[src/rtl/greenhouse_zone_ctrl_if.sv]
// Sample bus from the sensor scan sequencer into the zone controller.
// One zone-tagged sample per cycle; there is no backpressure.
interface greenhouse_zone_ctrl_if #(
    parameter int ZONES = 4,
    parameter int W     = 8
);
    localparam int ZW = (ZONES > 1) ? $clog2(ZONES) : 1;

    logic          sample_valid;
    logic [ZW-1:0] zone_sel;
    logic [W-1:0]  temperature;
    logic [W-1:0]  humidity;
    logic [W-1:0]  soil_moisture;
    logic [W-1:0]  pest_level;

    modport master (
        output sample_valid,
        output zone_sel,
        output temperature,
        output humidity,
        output soil_moisture,
        output pest_level
    );

    modport slave (
        input sample_valid,
        input zone_sel,
        input temperature,
        input humidity,
        input soil_moisture,
        input pest_level
    );
endinterface

[src/rtl/greenhouse_zone_ctrl.sv]
// Multi-zone greenhouse controller: per-zone fan, irrigation and humidity
// FSMs with hysteresis, anti-chatter dwell, remote override and pest alert.
module greenhouse_zone_ctrl #(
    parameter int ZONES         = 4,
    parameter int W             = 8,
    parameter int TEMP_HI       = 30,
    parameter int TEMP_LO       = 27,
    parameter int MOIST_LO      = 30,
    parameter int MOIST_HI      = 45,
    parameter int HUM_HI        = 70,
    parameter int HUM_LO        = 60,
    parameter int PEST_MAX      = 100,
    parameter int MIN_DWELL     = 16,
    parameter int ALERT_PERSIST = 4
) (
    input  logic                     clk,
    input  logic                     rst,
    greenhouse_zone_ctrl_if.slave    smp,
    input  logic [ZONES-1:0]         remote_mode,
    input  logic [ZONES-1:0]         remote_fan,
    input  logic [ZONES-1:0]         remote_irrigation,
    input  logic [ZONES-1:0]         remote_humidity_control,
    output logic [ZONES-1:0]         fan,
    output logic [ZONES-1:0]         irrigation,
    output logic [ZONES-1:0]         humidity_control,
    output logic [ZONES-1:0]         alert,
    output logic                     alert_any
);
    localparam int ZW = (ZONES > 1) ? $clog2(ZONES) : 1;
    localparam int DW = $clog2(MIN_DWELL + 1);
    localparam int AW = $clog2(ALERT_PERSIST + 1);
    localparam logic [DW-1:0] DWELL_MAX   = DW'(MIN_DWELL);
    localparam logic [AW-1:0] PERSIST_MAX = AW'(ALERT_PERSIST);

    typedef enum logic {
        OFF = 1'b0,
        ON  = 1'b1
    } act_e;

    // Actuator index 0 = fan, 1 = irrigation, 2 = humidity control.
    act_e          st_q    [ZONES][3];
    act_e          st_d    [ZONES][3];
    logic [DW-1:0] dwell_q [ZONES][3];
    logic [DW-1:0] dwell_d [ZONES][3];
    logic [AW-1:0] acnt_q  [ZONES];
    logic [AW-1:0] acnt_d  [ZONES];
    logic [ZONES-1:0] alert_q;
    logic [ZONES-1:0] alert_d;
    logic             alert_any_q;
    logic             alert_any_d;

    logic [2:0] on_c;
    logic [2:0] off_c;
    logic [2:0] rcmd;
    logic       hit;
    logic       expired;
    act_e       nxt;

    always_comb begin
        on_c = {smp.humidity > W'(HUM_HI),
                smp.soil_moisture < W'(MOIST_LO),
                smp.temperature > W'(TEMP_HI)};
        off_c = {smp.humidity < W'(HUM_LO),
                 smp.soil_moisture > W'(MOIST_HI),
                 smp.temperature < W'(TEMP_LO)};
        hit     = 1'b0;
        rcmd    = '0;
        expired = 1'b0;
        nxt     = OFF;
        st_d    = st_q;
        dwell_d = dwell_q;
        acnt_d  = acnt_q;
        alert_d = '0;
        for (int z = 0; z < ZONES; z++) begin
            // Out-of-range zone_sel never matches any zone.
            hit  = smp.sample_valid && (smp.zone_sel == ZW'(z));
            rcmd = {remote_humidity_control[z],
                    remote_irrigation[z],
                    remote_fan[z]};
            for (int a = 0; a < 3; a++) begin
                expired = (dwell_q[z][a] == DWELL_MAX);
                nxt     = st_q[z][a];
                if (remote_mode[z]) begin
                    nxt = act_e'(rcmd[a]);
                end else if (hit && expired) begin
                    unique case (st_q[z][a])
                        OFF: if (on_c[a]) nxt = ON;
                        ON:  if (off_c[a]) nxt = OFF;
                        default: ;
                    endcase
                end
                st_d[z][a] = nxt;
                if (nxt != st_q[z][a]) begin
                    dwell_d[z][a] = '0;
                end else if (!expired) begin
                    dwell_d[z][a] = dwell_q[z][a] + 1'b1;
                end
            end
            if (hit) begin
                if (smp.pest_level >= W'(PEST_MAX)) begin
                    if (acnt_q[z] != PERSIST_MAX) begin
                        acnt_d[z] = acnt_q[z] + 1'b1;
                    end
                end else begin
                    acnt_d[z] = '0;
                end
            end
            alert_d[z] = (acnt_d[z] == PERSIST_MAX);
        end
        alert_any_d = |alert_d;
    end

    always_ff @(posedge clk) begin
        if (rst) begin
            for (int z = 0; z < ZONES; z++) begin
                for (int a = 0; a < 3; a++) begin
                    st_q[z][a]    <= OFF;
                    dwell_q[z][a] <= DWELL_MAX;
                end
                acnt_q[z] <= '0;
            end
            alert_q     <= '0;
            alert_any_q <= 1'b0;
        end else begin
            st_q        <= st_d;
            dwell_q     <= dwell_d;
            acnt_q      <= acnt_d;
            alert_q     <= alert_d;
            alert_any_q <= alert_any_d;
        end
    end

    always_comb begin
        fan              = '0;
        irrigation       = '0;
        humidity_control = '0;
        for (int z = 0; z < ZONES; z++) begin
            fan[z]              = (st_q[z][0] == ON);
            irrigation[z]       = (st_q[z][1] == ON);
            humidity_control[z] = (st_q[z][2] == ON);
        end
    end

    assign alert     = alert_q;
    assign alert_any = alert_any_q;
endmodule

[src/flat_wrapper.sv]
// flat-port wrapper written by rule: the top's interface ports become plain ports
module greenhouse_zone_ctrl_flat 
#(
    parameter int ZONES         = 4,
    parameter int W             = 8,
    parameter int TEMP_HI       = 30,
    parameter int TEMP_LO       = 27,
    parameter int MOIST_LO      = 30,
    parameter int MOIST_HI      = 45,
    parameter int HUM_HI        = 70,
    parameter int HUM_LO        = 60,
    parameter int PEST_MAX      = 100,
    parameter int MIN_DWELL     = 16,
    parameter int ALERT_PERSIST = 4
)
  (clk, rst, remote_mode, remote_fan, remote_irrigation, remote_humidity_control, fan, irrigation, humidity_control, alert, alert_any, smp_sample_valid, smp_zone_sel, smp_temperature, smp_humidity, smp_soil_moisture, smp_pest_level);
  greenhouse_zone_ctrl_if #(.ZONES(ZONES), .W(W)) smp_i ();
  input  logic clk;
  input  logic rst;
  input  logic [ZONES-1:0] remote_mode;
  input  logic [ZONES-1:0] remote_fan;
  input  logic [ZONES-1:0] remote_irrigation;
  input  logic [ZONES-1:0] remote_humidity_control;
  output logic [ZONES-1:0] fan;
  output logic [ZONES-1:0] irrigation;
  output logic [ZONES-1:0] humidity_control;
  output logic [ZONES-1:0] alert;
  output logic alert_any;
  input wire logic [$bits(smp_i.sample_valid)-1:0] smp_sample_valid;
  input wire logic [$bits(smp_i.zone_sel)-1:0] smp_zone_sel;
  input wire logic [$bits(smp_i.temperature)-1:0] smp_temperature;
  input wire logic [$bits(smp_i.humidity)-1:0] smp_humidity;
  input wire logic [$bits(smp_i.soil_moisture)-1:0] smp_soil_moisture;
  input wire logic [$bits(smp_i.pest_level)-1:0] smp_pest_level;
  assign smp_i.sample_valid = smp_sample_valid;
  assign smp_i.zone_sel = smp_zone_sel;
  assign smp_i.temperature = smp_temperature;
  assign smp_i.humidity = smp_humidity;
  assign smp_i.soil_moisture = smp_soil_moisture;
  assign smp_i.pest_level = smp_pest_level;
  greenhouse_zone_ctrl #(.ZONES(ZONES), .W(W), .TEMP_HI(TEMP_HI), .TEMP_LO(TEMP_LO), .MOIST_LO(MOIST_LO), .MOIST_HI(MOIST_HI), .HUM_HI(HUM_HI), .HUM_LO(HUM_LO), .PEST_MAX(PEST_MAX), .MIN_DWELL(MIN_DWELL), .ALERT_PERSIST(ALERT_PERSIST)) u_core (.clk(clk), .rst(rst), .smp(smp_i), .remote_mode(remote_mode), .remote_fan(remote_fan), .remote_irrigation(remote_irrigation), .remote_humidity_control(remote_humidity_control), .fan(fan), .irrigation(irrigation), .humidity_control(humidity_control), .alert(alert), .alert_any(alert_any));
endmodule
[config.mk]
export PLATFORM = sky130hd
export DESIGN_NAME = greenhouse_zone_ctrl_flat
export DESIGN_NICKNAME = d
export VERILOG_FILES = /design/src/rtl/greenhouse_zone_ctrl_if.sv /design/src/rtl/greenhouse_zone_ctrl.sv /design/src/flat_wrapper.sv
export SDC_FILE = /design/constraint.sdc
export NUM_CORES = 1
export LEC_CHECK = 0
export ABC_CLOCK_PERIOD_IN_PS = 1900
export CORE_UTILIZATION = 50
export CTS_CLUSTER_SIZE = 14
export DETAILED_ROUTE_END_ITERATION = 10
export GPL_TIMING_DRIVEN = 0
export PLACE_DENSITY = 0.77
export SYNTH_ARGS = -nofsm -noshare
export SYNTH_HDL_FRONTEND = slang
export SYNTH_SLANG_ARGS = --single-unit
[constraint.sdc]
create_clock -name clk -period 1.9 [get_ports clk]
set_input_delay 0.38 -clock clk [delete_from_list [all_inputs] [get_ports clk]]
set_output_delay 0.38 -clock clk [all_outputs]
set_load 0.02 [all_outputs]
After elaboration in Yosys (flattened, before gate mapping)
Index checks and enable logic that the tools add are counted.
Widths: inputs -> output; s select.
- flip-flop bits (word level): 89
- bits in latches: 0
- RAM bits: 0
- ROM bits: 0
- bits of input ports: 53
- output and inout bits: 17
- logic and storage cells: 232
- memories: 0
- add/sub/neg operators: 16
- multipliers: 0
- divide/modulo/power cells: 0
- $lt $le $gt $ge: 7
- equality and inequality tests: 47
- shift operators: 0
- mux-type cells: 78
- bitwise logic cells: 12
- reductions and logical operators: 30
- operators with widths (cell ; count):
    $mux 5 ; 24
    $add 5x1->5 const B ; 12
    $eq 5x5->1 const B ; 12
    $mux 3 ; 12
    $mux 1 ; 30
    $ne 2x2->1 const B ; 12
    $pmux 1 s2 ; 12
    $reduce_or 2->1 ; 12
    $logic_and 1x1->1 ; 16
    $lt 8x5->1 const B ; 2
    $add 3x1->3 const B ; 4
    $eq 3x3->1 const B ; 4
    $ne 1x1->1 ; 12
    $ne 3x3->1 const B ; 4
    $not 1->1 ; 12
    $ge 8x7->1 const B ; 1
    $gt 8x5->1 const B ; 1
    $gt 8x6->1 const B ; 1
    $gt 8x7->1 const B ; 1
    $lt 8x6->1 const B ; 1
    $eq 2x2->1 const B ; 2
    $reduce_or 4->1 ; 1
    $eq 2x1->1 const B ; 1
    $logic_not 2->1 ; 1

Logic depth before layout (Yosys ltp)
Gate-level depths: netlist of the first run.
- depth in word-level cells: 7
- depth in mapped cells: 8
- gate-level depth less buffers: 7

Least setup slack after synthesis of the first run
OpenSTA, ideal clock, no wires.
- path kind: reg2reg
- start point: register u_core.dwell_q[0] (netlist bit)
- end point: register u_core.dwell_q[2] (netlist bit)
- library setup time: 133 ps
- data arrival time: 1617 ps
- required time: 1767 ps
- setup slack: 151 ps
- cell stages (with the launch flop): 9
- path buffers: 1
- clock period less this slack: 1749 ps
- cells stage by stage: dfxtp_1 inv_1 ha_1 nor4bb_1 buf_4 nand4_1 mux2_4 a22oi_4 nor4_1
- longest elaborated chain between the ends: 6
- elaborated cells on any way between the ends: 7
- those cells by class: add/sub: 1; eq/ne: 2; mux: 2; reduce/logical: 2
- ends and longest elaborated chain (element ; line ; source):
    start, declared ; greenhouse_zone_ctrl.sv:43 ; logic [DW-1:0] dwell_q [ZONES][3];
    start signal, assigned ; greenhouse_zone_ctrl.sv:126 ; dwell_q <= dwell_d;
    $eq 5x5->1 ; greenhouse_zone_ctrl.sv:81 ; expired = (dwell_q[z][a] == DWELL_MAX);
    $logic_and 1x1->1 ; greenhouse_zone_ctrl.sv:85 ; end else if (hit && expired) begin
    $mux 1 ; greenhouse_zone_ctrl.sv:85 ;
    $mux 1 ; greenhouse_zone_ctrl.sv:83 ; if (remote_mode[z]) begin
    $ne 1x1->1 ; greenhouse_zone_ctrl.sv:93 ; if (nxt != st_q[z][a]) begin
    $reduce_or 2->1 (no source line) ; -- ;
Several ways; a longest one is shown, not always the timed one.
A chain may end at the register's enable or synchronous reset.

Worst setup path after layout of the first run
- start point: register u_core.st_q (netlist bit u_core.fan[3])
- end point: output port fan[3]
- RTL lines (element ; line ; source):
    start, declared ; greenhouse_zone_ctrl.sv:41 ; act_e st_q [ZONES][3];
    start signal, assigned ; greenhouse_zone_ctrl.sv:125 ; st_q <= st_d;
    end, declared ; flat_wrapper.sv:24 ; output logic [ZONES-1:0] fan;
No word-level cell between the ends.

==> run summary, run 1 <==
======================================================================================
Result of the run                                                         finished clean
X dimension of the die                                                          103 um
Period Utilization, post-route                                                   0.987
Number of warnings reported in the yosys synthesis log                               0
DRC errors left                                                                      0
Number of H-tree branching levels                                                    3
Transition at the pin with the smallest max-transition slack                    700 ps
Final setup TNS                                                                   0 ps
Share of synthesized area occupied by flip-flops and latches                     0.350
Mapped Nets                                                                        678
Via count                                                                         4700
Residual antenna-violating net count after detailed routing                          0
Violation count after the first detailed-route iteration                           211
Kind of critical path                                                          reg2out
Setup-violating endpoint count in the final report                                   0
Standard-cell row count                                                             36
Number of distinct standard cells referenced by the synthesized netlist             57
Average footprint of a synthesized cell                                     8.60 sq um
Detailed placer's ending HPWL                                                  9340 um
Standby leakage power                                                       0.00247 uW
Peak supply drop                                                            0.000426 V
Full die area                                                              10600 sq um
Count of state elements after synthesis                                             89
Fraction of registers with async set/reset                                           0
Layout Area Growth over Synthesis                                                26.0%
Post-DP Area                                                                5920 sq um
Worst Hold Class                                                               reg2reg
Worst hold slack                                                                533 ps
Clock-pin slew on the worst setup and hold paths                                100 ps
Synth cell count leaders                                                  dfxtp_1, nor2_1, nand2_1
Final hold violation count                                                           0
Max Freq                                                                     0.533 GHz
Die outline height                                                              103 um
Number of fillers in the final layout                                              832
Diode count                                                                          0
Clock sink total                                                                    89
Family with the most delay on the worst path                              buffers and inverters
Number of instances in the synthesized netlist                                     593
Root Driver                                                                   clkbuf_8
Element type at the critical path start                                           flop
Count leader, synth                                                            dfxtp_1
Vias per cell                                                                     5.71
Worst path cell trace                                                     clkdlybuf4s50_1
Rel. slew slack                                                                  0.534
Buffer depth of the longest clock path                                               2
Skew-Pair Late Insertion Delay                                                  380 ps
Crit path buffers/inverters                                                          1
Pin count of the biggest net entering global routing                                16
Global-route congestion overflow total                                               0
Via count of the first global-routing pass                                        4377
Placer congestion estimate                                                       0.843
Prevailing post-synth register cell                                            dfxtp_1
Number of optimization iterations in the first detailed-route pass                   5
Layout net count                                                                   770
Routed wire length                                                            13000 um
Slowest-stage cell, CP                                                    clkdlybuf4s50_1
Cell type with the largest total area after synthesis                          dfxtp_1
Starting Density                                                                 0.519
Initial antenna violation count                                                      0
Synthesized area                                                            5100 sq um
Fraction of synthesized cell area taken by the top area cell type                0.350
Post-route cell area                                                        6420 sq um
Arrival time worst endpoint                                                    1490 ps
Max-capacitance violation count                                                      0
Power per cell area                                                        757 nW/um^2
Number of buffers added by the clock tree synthesis step                             9
Number of enable-type register cells in the synthesized netlist                      0
Port Buf Inserts                                                                    66
Ranking of synthesized cells by area                                      dfxtp_1, ha_1, xnor2_1, nor2_1, xor2_1
Average wire per standard cell                                                 15.8 um
Delay of the slowest critical-path stage                                        660 ps
Fin. max-slew vios                                                                   0
Final worst clock skew                                                         13.4 ps
Clock tree from TritonCTS                                                        built
Data required time of the worst path                                           1520 ps
Aggregate global-route resource usage                                            0.246
Placeable core area                                                         9820 sq um
Maximum fanout along the worst path                                                  5
Crit. End Element                                                           output pin
Final critical-path required period                                            1870 ps
Top-level port count                                                                70
First-pass GRT wire length                                                    20100 um
Share of layout cells above drive strength 1                                     0.128
======================================================================================
-- cell type report --
cell class              count  area [sq um]  share of cell area
multi-input cells         439          3170               0.493
clock buffers              11           151              0.0236
plain buffers              23           138              0.0214
inverters                  42           158              0.0246
repair buffers             81           788               0.123
clock inverters             5          63.8             0.00994
well taps                 133           166              0.0259
flip-flops and latches     89          1790               0.278
-- cells by family (layout without fill, tap and decap cells) --
kind of cell               after synthesis  in the layout  synth area share
AOI/OAI and AO/OA                      104            104             0.149
xor gates and xnor gates                56             56            0.0962
buffers and inverters                   65            162            0.0545
and+or+nand+nor                        226            226             0.230
muxes                                   21             21            0.0422
DFF                                     89             89             0.350
adders and majority gates               32             32            0.0785
-- metal layers --
metal	vias to the layer above	wire (um)	global-route usage	share of wire
li1	2277	-	-	-
met1	2245	5610	0.306	0.43
met2	148	6410	0.410	0.49
met3	30	702	0.0366	0.054
met4	0	307	0.133	0.024
met5	-	0	0	0
-- cells in the final DEF, fill, tap and decap left out, types with 5 or more instances in the layout --
cell and count:
a21oi_1 31, and4bb_2 6, buf_2 6, buf_4 20, clkbuf_1 6, clkbuf_8 12, clkdlybuf4s50_1 60, dfxtp_1 84
dfxtp_2 5, dlymetal6s2s_1 6, ha_1 32, inv_1 40, mux2i_1 20, nand2_1 53, nand3_1 33, nand4_1 10
nor2_1 60, nor2b_1 10, nor3_1 17, nor3b_1 7, o2111ai_1 7, o221ai_1 6, o31ai_1 11, xnor2_1 31
xor2_1 25
-- registers in the layout (all words and copies together), names as in the netlist --
register,flops
u_core.irrigation,4
u_core.alert_any,1
u_core.alert,4
u_core.acnt_q,12
u_core.humidity_control,4
u_core.dwell_q,60
u_core.fan,4
-- per-stage QoR --
stage               utilization  cells  total power (uW)  setup slack (ps)
finish                    0.654    823              4860              25.5
global route              0.654    823              5100             -37.8
CTS                       0.628    809              4720              2.91
detailed placement        0.603    792              3310              -464
global placement          0.603    792              3240              -424
floorplan                     -    593              2940               151
-- power by group --
group          internal [uW]  leakage, uW  switching, uW  total (uW)
logic                    670      0.00164            659        1330
registers               2000     0.000728            124        2120
clock network            686     0.000106            722        1410
-- path summary, 6_finish.rpt --
check        slack [ps]  cells after the start          startpoint            endpoint
max                  30                      1       u_core.fan[3]              fan[3]
min                 530                      2    u_core.acnt_q[0]    u_core.acnt_q[0]
max reg2reg          70                      8  u_core.dwell_q[15]  u_core.dwell_q[17]
min reg2reg         530                      2    u_core.acnt_q[0]    u_core.acnt_q[0]
-- what timing repair did --
item / CTS / global route
endpoints found under the setup margin: 14 / 59
hold buffers: 0 / 0
buffers inserted: 1 / 14
gates resized for setup: 6 / 50
pin swaps: 1 / 9
Power figures use the tool's default switching activity.
==> inputs of run 2 (changes only) <==
--- a/config.mk
+++ b/config.mk
@@ -9,8 +9,9 @@
 export CORE_UTILIZATION = 50
 export CTS_CLUSTER_SIZE = 14
 export DETAILED_ROUTE_END_ITERATION = 10
+export DONT_BUFFER_PORTS = 1
 export GPL_TIMING_DRIVEN = 0
-export PLACE_DENSITY = 0.77
+export PLACE_DENSITY = 0.68
 export SYNTH_ARGS = -nofsm -noshare
 export SYNTH_HDL_FRONTEND = slang
 export SYNTH_SLANG_ARGS = --single-unit
==> run summary, run 2 (synthesized netlist as in run 1, its figures left out) <==
=================================================================================
Result of the run                                                    finished clean
Maximum fanout along the worst path                                             5
Switching power summed over all nets                                      1400 uW
Full die area                                                         10600 sq um
Hold buffer count at CTS                                                        0
Root Driver                                                              clkbuf_8
First-pass GRT wire length                                               18500 um
Standby leakage power                                                  0.00212 uW
Initial antenna violation count                                                 0
Starting Density                                                            0.519
Placed cells                                                                  726
Skew-Pair Late Insertion Delay                                             350 ps
Regs by FF count                                                     u_core.dwell_q: 60 flops, u_core.acnt_q: 12 flops
Detailed placer's ending HPWL                                             8880 um
Number of H-tree branching levels                                               3
Depth of the most critical reg-to-reg path                                      8
Most used routing layer                                                      met2
Placer congestion estimate                                                  0.849
Final critical-path required period                                       1840 ps
Endpoint of the lowest-slack register-to-register path               u_core.dwell_q[2]
Arrival time worst endpoint                                               2040 ps
Share of layout cells above drive strength 1                                0.126
Layout net count                                                              699
Final hold violation count                                                      0
Number of buffers added by the clock tree synthesis step                        9
Via count                                                                    4354
Hold path startpoint                                                 remote_fan[2]
Clock-pin slew on the worst setup and hold paths                           100 ps
Routed wire length                                                       12100 um
Max-capacitance violation count                                                 0
Diode count                                                                     0
Crit. End Element                                                            flop
Final core utilization                                                      0.581
Rel. slew slack                                                             0.425
Standard-cell row count                                                        36
Global-route congestion overflow total                                          0
Instance count along the most critical hold path                                2
Clock network fraction of design power                                      0.307
Top reg by flops                                                     u_core.dwell_q
Number of fillers in the final layout                                         904
Period Utilization, post-route                                              0.966
DRC errors left                                                                 0
Vias per cell                                                                5.79
X dimension of the die                                                     103 um
Commonest non-fill, non-tap cell in the layout                            dfxtp_1
Fin. max-slew vios                                                              0
Layout Area Growth over Synthesis                                           12.0%
Pin count of the biggest net entering global routing                           16
Clock sink total                                                               89
Hold endpoint                                                        u_core.fan[2]
Crit path setup slack, layout                                             64.1 ps
Pre-CTS setup slack                                                      -62.6 ps
Largest register FFs                                                           60
Top-level port count                                                           70
Violation count after the first detailed-route iteration                      277
Data required time of the worst path                                      2110 ps
Port Buf Inserts                                                                0
Register-to-register path setup slack                                       60 ps
Most used cells in the layout excluding fill and tap cells           dfxtp_1, nor2_1, nand2_1, inv_1, nand3_1
Clock tree from TritonCTS                                                   built
Number of optimization iterations in the first detailed-route pass              5
Register share of total power                                               0.458
Residual antenna-violating net count after detailed routing                     0
Placeable core area                                                    9820 sq um
Final setup TNS                                                              0 ps
Element type at the critical path start                                      flop
Internal cell power                                                       3290 uW
Die outline height                                                         103 um
Power per cell area                                                   821 nW/um^2
Global Route met1 Usage                                                     0.296
Peak supply drop                                                       0.000418 V
Kind of critical path                                                     reg2reg
FF-to-FF Start                                                       u_core.dwell_q[0]
Average wire per standard cell                                            16.0 um
Final worst clock skew                                                    9.94 ps
Net switching share of the total power                                      0.299
Comb power frac                                                             0.235
Via count of the first global-routing pass                                   3866
Number of standard cells in the final layout excluding fillers                752
Max Freq                                                                0.545 GHz
Setup-violating endpoint count in the final report                              0
Met2 usage                                                                  0.365
Met3 track demand over resource                                            0.0610
Aggregate global-route resource usage                                       0.226
Buffer depth of the longest clock path                                          2
Worst Hold Class                                                           in2reg
Transition at the pin with the smallest max-transition slack               855 ps
=================================================================================
-- run 2: cell types whose count changed in the layout (fill, tap and decap cells not counted), moves of 3 or more --
cell / delta
nor4bb_4: +3
dlymetal6s2s_1: -6
buf_4: -6
clkbuf_1: +3
clkdlybuf4s50_1: -60
-- run 2: layer usage --
layer  wire length [um]  vias to the layer above  share of wire
met1               5260                     2065           0.44
met3               1030                       14          0.085
met5                  0                        -              0
met2               5620                      139           0.47
met4                138                        0          0.011
li1                   -                     2136              -
-- run 2: worst max-delay path by stage --
stage	from	endpoint	depth (start not counted)
2_1_floorplan	u_core.dwell_q[0]	u_core.dwell_q[2]	8
3_3_place_gp	u_core.dwell_q[0]	u_core.dwell_q[2]	8
3_5_place_dp	u_core.dwell_q[0]	u_core.dwell_q[2]	8
4_1_cts	u_core.dwell_q[45]	u_core.dwell_q[47]	8
5_1_grt	u_core.dwell_q[0]	u_core.dwell_q[2]	8
6_report	u_core.dwell_q[0]	u_core.dwell_q[2]	8
-- run 2: what timing repair did --
| item | CTS | global route |
|---|---|---|
| pin swaps | 1 | 13 |
| cloned | 0 | 0 |
| setup endpoints to repair | 11 | 25 |
| buffers inserted | 2 | 8 |
| gates resized for setup | 3 | 36 |
-- run 2: power groups by stage --
stage / clock (uW) / combinational, uW / sequential, uW
detailed placement: 0 / 962 / 2180
global placement: 0 / 920 / 2170
global route: 1540 / 1230 / 2170
finish: 1440 / 1100 / 2150
floorplan: 0 / 791 / 2150
CTS: 1470 / 990 / 2140
-- run 2: area by class of cell --
| cell class | count | area (sq um) | area share |
|---|---|---|---|
| Clock inverter | 6 | 92.6 | 0.0162 |
| Tap cell | 133 | 166 | 0.0292 |
| Sequential cell | 89 | 1790 | 0.313 |
| Inverter | 42 | 158 | 0.0276 |
| Multi-Input combinational cell | 439 | 3170 | 0.555 |
| Timing Repair Buffer | 10 | 75.1 | 0.0132 |
| Buffer | 23 | 130 | 0.0228 |
| Clock buffer | 10 | 128 | 0.0224 |
-- run 2: worst max-delay path, cell delays in order, from the launching register on --
cell	delay, ps
dfxtp_2	340
inv_2	60
ha_2	150
nor4bb_4	180
buf_4	150
nand4_1	150
mux2_4	320
a22oi_4	270
nor4_2	80
-- run 2: stage by stage --
step | hold slack (ps) | instance area (sq um) | power [uW]
2_1_floorplan | 475 | 5100 | 2940
3_3_place_gp | 492 | 5260 | 3090
3_5_place_dp | 510 | 5260 | 3140
4_1_cts | 147 | 5510 | 4600
5_1_grt | 145 | 5710 | 4940
6_report | 156 | 5710 | 4690
